### config.mk
export PLATFORM = sky130hd
export DESIGN_NAME = led_pattern_player_flat
export DESIGN_NICKNAME = d
export VERILOG_FILES = /design/src/rtl/led_pattern_player_pkg.sv /design/src/rtl/led_pattern_player_if.sv /design/src/rtl/led_pattern_player_pattern_ram.sv /design/src/rtl/led_pattern_player.sv /design/src/flat_wrapper.sv
export SDC_FILE = /design/constraint.sdc
export NUM_CORES = 1
export LEC_CHECK = 0
export BUFFER_PORTS_ARGS = -buffer_cell sky130_fd_sc_hd__buf_2
export CAP_MARGIN = 20
export CORE_MARGIN = 4
export CORE_UTILIZATION = 44
export DETAILED_ROUTE_END_ITERATION = 8
export GPL_ROUTABILITY_DRIVEN = 0
export PLACE_DENSITY = 0.63
export SLEW_MARGIN = 20
export SYNTH_ARGS = -nofsm -noshare
export SYNTH_HDL_FRONTEND = slang
export SYNTH_SLANG_ARGS = --single-unit
### constraint.sdc
create_clock -name clock -period 7.3 [get_ports clock]
set_input_delay 0.365 -clock clock [delete_from_list [all_inputs] [get_ports clock]]
set_output_delay 0.365 -clock clock [all_outputs]
set_load 0.005 [all_outputs]
### src/rtl/led_pattern_player_pkg.sv
// Shared constants and state encoding for the LED pattern player and its bench.
package led_pattern_player_pkg;

  localparam int unsigned DEFAULT_WIDTH  = 5;
  localparam int unsigned DEFAULT_DEPTH  = 8;
  localparam int unsigned DEFAULT_ADDR_W = 3;

  typedef enum logic {
    S_IDLE = 1'b0,
    S_RUN  = 1'b1
  } state_t;

endpackage

### src/rtl/led_pattern_player_if.sv
// Control/table-load/LED bundle between board control logic and the pattern player.
interface led_pattern_player_if #(
  parameter int unsigned WIDTH  = 5,
  parameter int unsigned ADDR_W = 3
) ();

  logic              wr_en;
  logic [ADDR_W-1:0] wr_addr;
  logic [WIDTH-1:0]  wr_data;
  logic [ADDR_W-1:0] last_addr;
  logic              loop;
  logic              start;
  logic              stop;
  logic [WIDTH-1:0]  led;
  logic [ADDR_W-1:0] index;
  logic              busy;
  logic              done;

  modport master (
    output wr_en, wr_addr, wr_data, last_addr, loop, start, stop,
    input  led, index, busy, done
  );

  modport slave (
    input  wr_en, wr_addr, wr_data, last_addr, loop, start, stop,
    output led, index, busy, done
  );

endinterface

### src/rtl/led_pattern_player_pattern_ram.sv
// Pattern table: one write port, one combinational read port, contents not reset.
module pattern_ram #(
  parameter int unsigned WIDTH  = 5,
  parameter int unsigned DEPTH  = 8,
  parameter int unsigned ADDR_W = 3
) (
  input  logic              clock,
  input  logic              wr_en,
  input  logic [ADDR_W-1:0] wr_addr,
  input  logic [WIDTH-1:0]  wr_data,
  input  logic [ADDR_W-1:0] rd_addr,
  output logic [WIDTH-1:0]  rd_data
);

  logic [WIDTH-1:0] mem [DEPTH];

  // Out-of-range write addresses are dropped rather than aliased.
  always_ff @(posedge clock) begin
    if (wr_en && (32'(wr_addr) < DEPTH)) begin
      mem[wr_addr] <= wr_data;
    end
  end

  assign rd_data = mem[rd_addr];

endmodule

### src/rtl/led_pattern_player.sv
// LED pattern sequencer: plays table entries on the LED bus, one per DIV-cycle period,
// in one-shot or looping mode.
module led_pattern_player
  import led_pattern_player_pkg::*;
#(
  parameter int unsigned WIDTH  = DEFAULT_WIDTH,
  parameter int unsigned DEPTH  = DEFAULT_DEPTH,
  parameter int unsigned ADDR_W = DEFAULT_ADDR_W,
  parameter int unsigned DIV    = 50000000
) (
  input logic                 clock,
  input logic                 reset,
  led_pattern_player_if.slave bus
);

  localparam int unsigned       CNT_W    = (DIV > 1) ? $clog2(DIV) : 1;
  localparam logic [CNT_W-1:0]  CNT_MAX  = CNT_W'(DIV - 1);
  localparam logic [ADDR_W-1:0] LAST_MAX = ADDR_W'(DEPTH - 1);

  state_t            state, state_n;
  logic [CNT_W-1:0]  cnt, cnt_n;
  logic [ADDR_W-1:0] index_q, index_n;
  logic [ADDR_W-1:0] last_r, last_n;
  logic              loop_r, loop_n;
  logic [WIDTH-1:0]  led_q, led_n;
  logic              done_q, done_n;
  logic [WIDTH-1:0]  rd_data;
  logic [ADDR_W-1:0] last_clamped;
  logic              cnt_end;

  pattern_ram #(
    .WIDTH (WIDTH),
    .DEPTH (DEPTH),
    .ADDR_W(ADDR_W)
  ) u_ram (
    .clock  (clock),
    .wr_en  (bus.wr_en),
    .wr_addr(bus.wr_addr),
    .wr_data(bus.wr_data),
    .rd_addr(index_n),
    .rd_data(rd_data)
  );

  assign last_clamped = (32'(bus.last_addr) >= DEPTH) ? LAST_MAX : bus.last_addr;
  assign cnt_end      = (cnt == CNT_MAX);

  always_ff @(posedge clock or negedge reset) begin
    if (!reset) begin
      state   <= S_IDLE;
      cnt     <= '0;
      index_q <= '0;
      last_r  <= '0;
      loop_r  <= 1'b0;
      led_q   <= '0;
      done_q  <= 1'b0;
    end else begin
      state   <= state_n;
      cnt     <= cnt_n;
      index_q <= index_n;
      last_r  <= last_n;
      loop_r  <= loop_n;
      led_q   <= led_n;
      done_q  <= done_n;
    end
  end

  // Completion is evaluated before a same-edge restart so done still pulses.
  always_comb begin
    state_n = state;
    cnt_n   = cnt;
    index_n = index_q;
    last_n  = last_r;
    loop_n  = loop_r;
    done_n  = 1'b0;
    unique case (state)
      S_IDLE: begin
        if (bus.start && !bus.stop) begin
          state_n = S_RUN;
          cnt_n   = '0;
          index_n = '0;
          last_n  = last_clamped;
          loop_n  = bus.loop;
        end
      end
      S_RUN: begin
        if (bus.stop) begin
          state_n = S_IDLE;
          cnt_n   = '0;
          index_n = '0;
        end else begin
          if (cnt_end && (index_q == last_r) && !loop_r) begin
            done_n = 1'b1;
          end
          if (bus.start) begin
            cnt_n   = '0;
            index_n = '0;
            last_n  = last_clamped;
            loop_n  = bus.loop;
          end else if (!cnt_end) begin
            cnt_n = cnt + 1'b1;
          end else begin
            cnt_n = '0;
            if (index_q != last_r) begin
              index_n = index_q + 1'b1;
            end else if (loop_r) begin
              index_n = '0;
            end else begin
              state_n = S_IDLE;
              index_n = '0;
            end
          end
        end
      end
      default: state_n = S_IDLE;
    endcase
  end

  assign led_n = (state_n == S_RUN) ? rd_data : '0;

  assign bus.led   = led_q;
  assign bus.index = index_q;
  assign bus.busy  = (state == S_RUN);
  assign bus.done  = done_q;

endmodule
### src/flat_wrapper.sv
// flat-port wrapper written by rule: the top's interface ports become plain ports
module led_pattern_player_flat import led_pattern_player_pkg::*;
#(
  parameter int unsigned WIDTH  = DEFAULT_WIDTH,
  parameter int unsigned DEPTH  = DEFAULT_DEPTH,
  parameter int unsigned ADDR_W = DEFAULT_ADDR_W,
  parameter int unsigned DIV    = 50000000
)
  (clock, reset, bus_wr_en, bus_wr_addr, bus_wr_data, bus_last_addr, bus_loop, bus_start, bus_stop, bus_led, bus_index, bus_busy, bus_done);
  led_pattern_player_if #(.WIDTH(WIDTH), .ADDR_W(ADDR_W)) bus_i ();
  input logic clock;
  input logic reset;
  input wire logic [$bits(bus_i.wr_en)-1:0] bus_wr_en;
  input wire logic [$bits(bus_i.wr_addr)-1:0] bus_wr_addr;
  input wire logic [$bits(bus_i.wr_data)-1:0] bus_wr_data;
  input wire logic [$bits(bus_i.last_addr)-1:0] bus_last_addr;
  input wire logic [$bits(bus_i.loop)-1:0] bus_loop;
  input wire logic [$bits(bus_i.start)-1:0] bus_start;
  input wire logic [$bits(bus_i.stop)-1:0] bus_stop;
  output wire logic [$bits(bus_i.led)-1:0] bus_led;
  output wire logic [$bits(bus_i.index)-1:0] bus_index;
  output wire logic [$bits(bus_i.busy)-1:0] bus_busy;
  output wire logic [$bits(bus_i.done)-1:0] bus_done;
  assign bus_i.wr_en = bus_wr_en;
  assign bus_i.wr_addr = bus_wr_addr;
  assign bus_i.wr_data = bus_wr_data;
  assign bus_i.last_addr = bus_last_addr;
  assign bus_i.loop = bus_loop;
  assign bus_i.start = bus_start;
  assign bus_i.stop = bus_stop;
  assign bus_led = bus_i.led;
  assign bus_index = bus_i.index;
  assign bus_busy = bus_i.busy;
  assign bus_done = bus_i.done;
  led_pattern_player #(.WIDTH(WIDTH), .DEPTH(DEPTH), .ADDR_W(ADDR_W), .DIV(DIV)) u_core (.clock(clock), .reset(reset), .bus(bus_i));
endmodule
* Word level (Yosys, flattened, before mapping)
Memory sizes are Yosys's and may differ from the RTL's.
Cells that the tools add are included.
** Cells by class
- Add/subtract/negate cells :: 2
- Equality and inequality tests :: 6
- Mux-type cells :: 32
- Bitwise logic cells :: 1
- Reduce and logical (&&, ||, !) cells :: 6
** Operator list (number)
- $mux W26 :: 4
- $pmux W26 S2 :: 1
- $add A26 B1 Y26 const B :: 1
- $eq A26 B26 Y1 const B :: 1
- $mux W3 :: 8
- $mux W1 :: 14
- $pmux W3 S2 :: 2
- $mux W5 :: 1
- $ne A2 B2 Y1 const B :: 2
- $pmux W1 S2 :: 2
- $add A3 B1 Y3 const B :: 1
- $eq A3 B3 Y1 :: 1
- $logic_and A1 B1 Y1 :: 3
- $ne A3 B3 Y1 :: 1
- $reduce_and A3 Y1 :: 1
- $logic_not A1 Y1 :: 2
- $ne A2 B1 Y1 const B :: 1
- $not A1 Y1 :: 1
** Storage, ports and cells
- Flip-flop bits (word level) :: 40
- RAM bits :: 40
- Input port bits :: 17
- Logic and storage cells :: 55
- Memories kept :: 1
** Memories
- u_core.u_ram.mem :: depth 8, width 5, read ports 1, clocked after Yosys merged registers in 0, wr ports 1, line led_pattern_player_pattern_ram.sv:15 : logic [WIDTH-1:0] mem [DEPTH];

* Depth between registers and ports, before layout
Gate-level depths: netlist of run 1.
An unclocked memory read counts as a cell.
- Depth in word-level cells :: 8
- Gate-level depth with buffers :: 9

* Cells and area by module
From an unflattened synthesis of run 1, not the netlist that was laid out.
** Second synthesis, totals
- Cells, all modules :: 293
- Area, all modules :: 3724.8 um2
** By module, submodules not included
- led_pattern_player :: instances 1, cells each 223, area an instance 2130.8 um2
- pattern_ram :: instances 1, cells each 70, area an instance 1594.0 um2

* Worst setup path after synthesis of run 1
OpenSTA, ideal clock, no wires.
- Path type :: flip-flop to flip-flop
- Start :: register u_core.cnt[7]
- End :: register u_core.led_q[0] (netlist: u_core.bus.led[0])
- Data arrival time :: 2276 ps
- Data required time :: 7166 ps
- Setup slack :: 4890 ps
- Stages on the path, launching flop included :: 10
- Buffers on the path :: 2
- Clock period less this slack :: 2410 ps
- Cell sequence :: dfrtp_1 -> buf_6 -> or4_4 -> nor4_2 -> nand4_1 -> nand3_2 -> buf_6 -> mux2_4 -> a32oi_1 -> o211ai_1
** Between the ends
- Longest elaborated chain between the ends :: 7
- Elaborated cells on any way between the ends :: 11
- Classes of those cells :: eq/ne: 1; mux: 9; memory: 1
** Ends and longest elaborated chain
- start, declared :: line led_pattern_player.sv:21 : logic [CNT_W-1:0] cnt, cnt_n;
- start signal, assigned :: line led_pattern_player.sv:58 : cnt <= cnt_n;
- $eq A26 B26 Y1 (*) :: line led_pattern_player.sv:45 : assign cnt_end = (cnt == CNT_MAX);
- $mux W3 :: line led_pattern_player.sv:99 : end else if (!cnt_end) begin
- $mux W3 :: line led_pattern_player.sv:94 : if (bus.start) begin
- $mux W3 :: line led_pattern_player.sv:86 : if (bus.stop) begin
- $pmux W3 S2 :: line led_pattern_player.sv:75 : unique case (state)
- $mem_v2 Z8 W5
- $mux W5 (*) :: line led_pattern_player.sv:118 : assign led_n = (state_n == S_RUN) ? rd_data : '0;
- via u_core.led_n[0] :: line led_pattern_player.sv:25 : logic [WIDTH-1:0] led_q, led_n;
- end signal, assigned :: line led_pattern_player.sv:62 : led_q <= led_n;
- end, declared :: line led_pattern_player.sv:25
The timed path passes the listed nets; every way through them passes the cells marked *.
A chain may end at the register's enable or synchronous reset.

* Final worst setup path of run 1
- Start :: register u_core.cnt[7]
- End :: register u_core.led_q[4] (netlist: u_core.bus.led[4])
** Between the ends
- Longest elaborated chain between the ends :: 7
- Elaborated cells on any way between the ends :: 11
- Classes of those cells :: eq/ne: 1; mux: 9; memory: 1
** Ends and longest elaborated chain
- $eq A26 B26 Y1 :: line led_pattern_player.sv:45
- $mux W3 :: line led_pattern_player.sv:99
- $mux W3 :: line led_pattern_player.sv:94
- $mux W3 :: line led_pattern_player.sv:86
- $pmux W3 S2 :: line led_pattern_player.sv:75
- via u_core.index_n[0] :: line led_pattern_player.sv:22 : logic [ADDR_W-1:0] index_q, index_n;
- $mem_v2 Z8 W5
- $mux W5 :: line led_pattern_player.sv:118
- via u_core.led_n[4] :: line led_pattern_player.sv:25
The timed path passes the listed nets, and every way through them passes these cells.

==> results of run 1 <==
==> worst paths after layout <==
| path | start | end | slack [ps] | cells past startpoint |
|---|---|---|---|---|
| max | u_core.cnt[7]$_DFFE_PN0P_ | u_core.bus.led[4]$_DFF_PN0_ | 4160 | 7 |
| min | reset | u_core.cnt[4]$_DFFE_PN0P_ | 140 | 1 |
| max reg2reg | u_core.cnt[7]$_DFFE_PN0P_ | u_core.bus.led[4]$_DFF_PN0_ | 4160 | 7 |
| min reg2reg | u_core.cnt[19]$_DFFE_PN0P_ | u_core.cnt[19]$_DFFE_PN0P_ | 500 | 1 |
| max in group asynchronous | reset | u_core.cnt[24]$_DFFE_PN0P_ | 6600 | 1 |
| min in group clock | bus_last_addr[2] | u_core.last_r[2]$_DFFE_PN0P_ | 240 | 2 |
==> per-stage QoR <==
stage / setup slack (ps) / utilization [%] / hold slack, ps / power (mW) / instances
after floorplan: 4890 / - / 69.4 / 0.526 / 309
after global placement: 4270 / 48.1 / 487 / 0.547 / 431
after detailed placement: 4180 / 48.1 / 488 / 0.549 / 431
after CTS: 4160 / 51.0 / 168 / 0.938 / 446
after global routing: 3890 / 51.0 / 215 / 0.963 / 446
final: 4160 / 51.0 / 141 / 0.928 / 446
==> power groups by stage <==
| stage | Combinational (mW) | Sequential (mW) | Clock, mW |
|---|---|---|---|
| 2_1_floorplan | 0.0248 | 0.501 | 0 |
| 3_3_place_gp | 0.0450 | 0.502 | 0 |
| 3_5_place_dp | 0.0460 | 0.503 | 0 |
| 4_1_cts | 0.0462 | 0.493 | 0.398 |
| 5_1_grt | 0.0510 | 0.494 | 0.418 |
| 6_report | 0.0454 | 0.493 | 0.390 |
==> sequential cells by signal (all words and copies together), names as in the netlist <==
signal and flops:
u_core.bus.led 5, u_core.bus.done 1, u_core.bus.index 3, u_core.last_r 3
u_core.loop_r 1, u_core.cnt 26, u_core.u_ram.mem 40, u_core.bus.busy 1
==> synth_stat cells (2+ instances only) <==
cell and number:
mux2i_1 5, a32oi_1 5, o31ai_1 7, o211ai_1 5
nor4_1 2, nor2_1 21, mux2_4 4, nand2_1 30
nand2b_1 4, nor3_1 4, xor2_1 5, a21oi_1 5
o21ai_1 10, nand3_1 12, and2_1 3, mux2_2 14
nor4_4 2, a21o_1 2, buf_6 2, edfxtp_1 40
and4_1 2, o21ai_0 25, and3_1 4, a31oi_1 2
nor2b_1 7, nor3b_1 4, xnor2_1 5, dfrtp_1 40
nand4_1 8, ha_1 2, clkbuf_1 6
==> kinds of logic after synthesis <==
family                   Yosys count  share of synthesized area, %
AND/OR/NAND/NOR                  112                          17.2
adder cells (fa/ha/maj)            2                         0.666
buffers and inverters             12                          1.73
multiplexers                      24                          7.43
AO/OA/AOI/OAI                     69                          12.0
flip-flops                        80                          58.6
XOR/XNOR                          10                          2.33
==> cell type report <==
type | count | share of cell area [%]
Tap cell | 105 | 3.12
Clock inverter | 6 | 2.74
Clock buffer | 9 | 2.94
Inverter | 2 | 0.178
Timing Repair Buffer | 27 | 3.27
Multi-Input combinational cell | 217 | 35.4
Sequential cell | 80 | 52.3
==> worst max-delay path, stage by stage, from the launching register on <==
cell and delay [ps]:
dfrtp_1 460, or4_4 590, nor4_4 240, a21o_1 830
a21oi_2 240, a211oi_2 430, a32oi_1 170, o211ai_1 110
==> routing by layer <==
| metal | GRT usage [%] | vias to the layer above |
|---|---|---|
| met4 | 5.60 | 0 |
| met3 | 4.10 | 9 |
| li1 | - | 1225 |
| met5 | 0 | - |
| met2 | 28.4 | 30 |
| met1 | 19.9 | 1227 |
==> impl_metrics.toml, run 1 <==
[detailed_routing]
drc = 0
wl_per_cell_um = 16.6
vias = 2491
dr_wl_met3_um = 220
routed.top_layer = "met4"
ant_nets = 0
first_iter_violations = 109
first_pass_iters = 4
viasPerCell = 5.59
dr_wl_met2_um = 3840
drt_wl_total_um = 7420
met1Wirelength_um = 3260

[timing]
period_minus_slack_ps = 3140
rsz0062_at_grt = "no"
worst-slew-pin-transition_ps = 1000
setup_viol = 0
finClkSkew_ps = 7.24
slew_violations = 0
fin_setup_tns_ps = 0
relSlewSlack_pct = 33.0
max_freq_mhz = 318
layout_worst_path_cycle_share_pct = 43.0
hold_violations = 0

[placed_design]
placed_area_um2 = 3970
numPortBuffers = 26
dpl.hpwl_um = 5100

[critical_path]
critPathKind = "register to register"
critPathMaxFanout = 31
required_ps = 7570
crit_arrival_ps = 3410
critPathLaunchType = "register"
crit_path_end_kind = "register"

[synthesis]
synth_ff_type = "edfxtp_1"
syn_inst = 309
synth_area_leaders = "edfxtp_1 (32%), dfrtp_1 (27%), mux2_2 (4.2%)"
syn_area_um2 = 3760
yosysWarningCount = 0
synth_top_area_cell = "edfxtp_1"
synth.net_count = 328
avgSynthCellArea_um2 = 12.2
ys_seq_area_share_pct = 58.6
synth-seq-cells = 80
synth_top_area_share_pct = 32.0
synth-edff-count = 40
synth_cell_types = 53
synthArstFlopShare_pct = 50.0

[job]
drv_cap = 0

[finish]
seqCellArea_um2 = 2200
layout-drive-gt1-share_pct = 21.4
mostFrequentLayoutCells = "dfrtp_1 (40), edfxtp_1 (40), nand2_1 (30), buf_2 (26), o21ai_0 (25)"
nets = 356
syn2layout_area_growth_pct = 12.0
multi_input_area_um2 = 1490
n_antenna_cell = 0
post-route-cell-area_um2 = 4210
fillers = 744

[floorplanning]
core_area_um2 = 8260
ioPinCount = 27
initial_core_util_pct = 45.5
dieArea_um2 = 10100
die_height_um = 100
placementRows = 33
die_x_um = 100

[clocking]
postCtsSetupBuffers = 0
cts_tree = "yes"
cts.clk_slew.worst_paths_ps = 80
clock_path_buffers = 2
ctsHoldBuffers = 0
cts_sinks = 80
clk_latency_ps = 350
cts-buffers-inserted = 9
h-tree-depth = 3
cts_resized = 0
cts-root-buf = "clkbuf_8"

[power]
clockPowerShare_pct = 42.0
p_comb_share_pct = 4.9
switching_share_pct = 21.2
seq_power_share_pct = 53.1
powerDensity_nw_per_um2 = 221
p_switching_uw = 197
p_int_uw = 731
p_leak_nw = 1.59
vdd_drop_max_uv = 138

[global_routing]
grt_max_degree = 41
grt_overflow = 0
grt_pass1_wl_um = 12700
first_global_vias = 2497
antenna_found_initial = 0
track_usage_pct = 16.4

[min_path]
min_path_type = "input pin to async pin"

[outcome]
status = "completed"
(Power assumes the default switching activity.)
==> run 2: changes to the inputs <==
ABC_AREA = 1   (was not set)
clock period = 3 ns   (was 7.3 ns; I/O delays follow)
==> run 2 against run 1 <==
Compared with the run above: sequential share of layout area fell by 3.5 points; cell count rose by 36%; synthesized cell count rose by 49%; highest routed layer unchanged.
==> impl_metrics.toml, run 2 <==
[outcome]
status = "completed"

[critical_path]
path_cells = "dlygate4sd3_1 -> buf_2 -> nor2_2 -> nor2_1 -> buf_4 -> inv_2 -> nand3_4 -> nand2_4 -> inv_2 -> nor2_1 -> nor2_1 -> nor2_1 -> nor2_1"
required_ps = 3260
crit_arrival_ps = 2520
critPathMaxFanout = 21
critPathKind = "input pin to register"
crit_slowest_cell = "dlygate4sd3_1"
crit_path_end_kind = "register"
slowest_delay_ps = 530
cpMostUsedCell = "nor2_1"
critPathLaunchType = "input pin"

[power]
p_leak_nw = 1.96
powerDensity_nw_per_um2 = 519
vdd_drop_max_uv = 356

[placed_design]
placed_area_um2 = 4220
dpl.hpwl_um = 6090
numPortBuffers = 26
pre_cts_slack_ps = 790

[finish]
largest_register_ffs = 40
layout_commonest_cell = "nand2_1"
mostFrequentLayoutCells = "nand2_1 (93), inv_1 (61), nor2_1 (57), nand3_1 (46)"
nets = 514
layout-drive-gt1-share_pct = 13.8
syn2layout_area_growth_pct = 12.6
n_antenna_cell = 0
largest_register = "u_core.u_ram.mem"
post-route-cell-area_um2 = 4510
fillers = 829

[floorplanning]
die_height_um = 103
ioPinCount = 27
placementRows = 34
core_area_um2 = 8810
die_x_um = 103
dieArea_um2 = 10700
initial_core_util_pct = 45.5

[detailed_routing]
ant_nets = 0
drc = 0
wl_per_cell_um = 13.6
viasPerCell = 5.10
vias = 3103
drt_wl_total_um = 8290
first_pass_iters = 7
first_iter_violations = 149

[synthesis]
synth_top_area_share_pct = 30.0
synth.most_common_cell = "nand2_1"
synth_common_cells = "nand2_1 (93), inv_1 (61), nor2_1 (57), nand3_1 (46)"
avgSynthCellArea_um2 = 8.69
synth_area_leaders = "edfxtp_1 (30%), dfrtp_1 (25%), nand2_1 (8.7%)"
synth-compound-area-share_pct = 8.09
synth_top_family_by_area = "simple AND/OR/NAND/NOR gates"
synth_fa_ha_area_share_pct = 0.624
synth_xor_xnor_area_share_pct = 1.75
syn_area_um2 = 4010
synth_cell_types = 35
synth_top_area_cell = "edfxtp_1"
muxShareOfSynthArea_pct = 0
synth-edff-count = 40
synth-simple-area-share_pct = 26.4
syn_inst = 461
yosysWarningCount = 0
synth-seq-cells = 80
ys_seq_area_share_pct = 54.9
synth.net_count = 480
synth_ff_type = "edfxtp_1"
synthArstFlopShare_pct = 50.0

[timing]
layout_setup_ws_ps = 735
max_freq_mhz = 442
setup_viol = 0
layout_worst_path_cycle_share_pct = 75.5
hold_violations = 0
slew_violations = 0
finClkSkew_ps = 14.3
period_minus_slack_ps = 2260
worst-slew-pin-transition_ps = 901
whs_ps = 95.0
rsz0062_at_grt = "no"
fin_setup_tns_ps = 0
relSlewSlack_pct = 39.9

[clocking]
cts-root-buf = "clkbuf_8"
clock_path_buffers = 2
cts_tree = "yes"
cts_sinks = 80
cts-buffers-inserted = 9
clk_latency_ps = 360
postCtsSetupBuffers = 0
h-tree-depth = 3
cts.clk_slew.worst_paths_ps = 100

[min_path]
min_path_type = "input pin to register"

[global_routing]
grt_overflow = 0
first_global_vias = 2943
grt_pass1_wl_um = 13900
track_usage_pct = 17.0
grt_max_degree = 41
antenna_found_initial = 0

[job]
drv_cap = 0
==> run 2: repair_timing <==
item | CTS | global route
setup endpoints to repair | 0 | 0
hold buffers | 6 | 0
resized for setup | 0 | 0
hold endpoints to repair | 45 | 0
==> run 2: worst paths after layout <==
| path | slack, ps | startpoint | cells past startpoint | endpoint |
|---|---|---|---|---|
| min | 90 | bus_wr_data[3] | 1 | u_core.u_ram.mem[6][3]$_DFFE_PP_ |
| min reg2reg | 470 | u_core.loop_r$_DFFE_PN0P_ | 1 | u_core.bus.done$_DFF_PN0_ |
| max | 740 | bus_stop | 13 | u_core.bus.led[1]$_DFF_PN0_ |
| min in group asynchronous | 450 | reset | 2 | u_core.cnt[20]$_DFFE_PN0P_ |
| max reg2reg | 780 | u_core.cnt[0]$_DFFE_PN0P_ | 14 | u_core.bus.led[1]$_DFF_PN0_ |
| max in group asynchronous | 1980 | reset | 2 | u_core.cnt[23]$_DFFE_PN0P_ |
==> run 2: through the flow <==
step / power [mW] / std cells / utilization, %
floorplan: 1.38 / 461 / -
global placement: 1.45 / 586 / 47.9
detailed placement: 1.45 / 586 / 47.9
CTS: 2.37 / 608 / 51.2
global route: 2.47 / 608 / 51.2
finish: 2.34 / 608 / 51.2
==> run 2: cell type report <==
| cell class | instances | area (µm²) | area share [%] |
|---|---|---|---|
| clock buffer | 9 | 124 | 2.75 |
| clock inverter | 7 | 109 | 2.41 |
| inverter | 71 | 267 | 5.91 |
| multi-input combinational | 300 | 1480 | 32.7 |
| sequential | 80 | 2200 | 48.8 |
| tap | 108 | 135 | 3.00 |
| timing repair buffer | 33 | 198 | 4.38 |
==> run 2: worst max-delay path: cells and delay by family <==
family                 cells  cell delay (ps)
buffers and inverters      5             1260
AND/OR/NAND/NOR            8             1100
==> run 2: cells by family (layout without fill, tap and decap cells) <==
group | count (synthesis) | in the layout
buf+inv | 81 | 120
compound gates | 58 | 58
fa+ha+maj | 2 | 2
xor+xnor | 8 | 8
simple gates | 232 | 232
flops | 80 | 80
==> run 2: layer usage <==
layer / global-route usage (%) / share of wire [%] / routed length, µm / vias to the layer above
met5: 0 / 0 / 0 / -
met4: 4.88 / 1.3 / 106 / 0
met3: 5.43 / 5.0 / 417 / 11
met2: 28.3 / 49 / 4070 / 85
met1: 21.3 / 45 / 3700 / 1430
li1: - / - / - / 1577
==> run 2: report_power, final <==
group,switching (mW),internal [mW],total (mW)
logic,0.152,0.0704,0.223
registers,0.0188,1.19,1.21
clock network,0.423,0.487,0.910
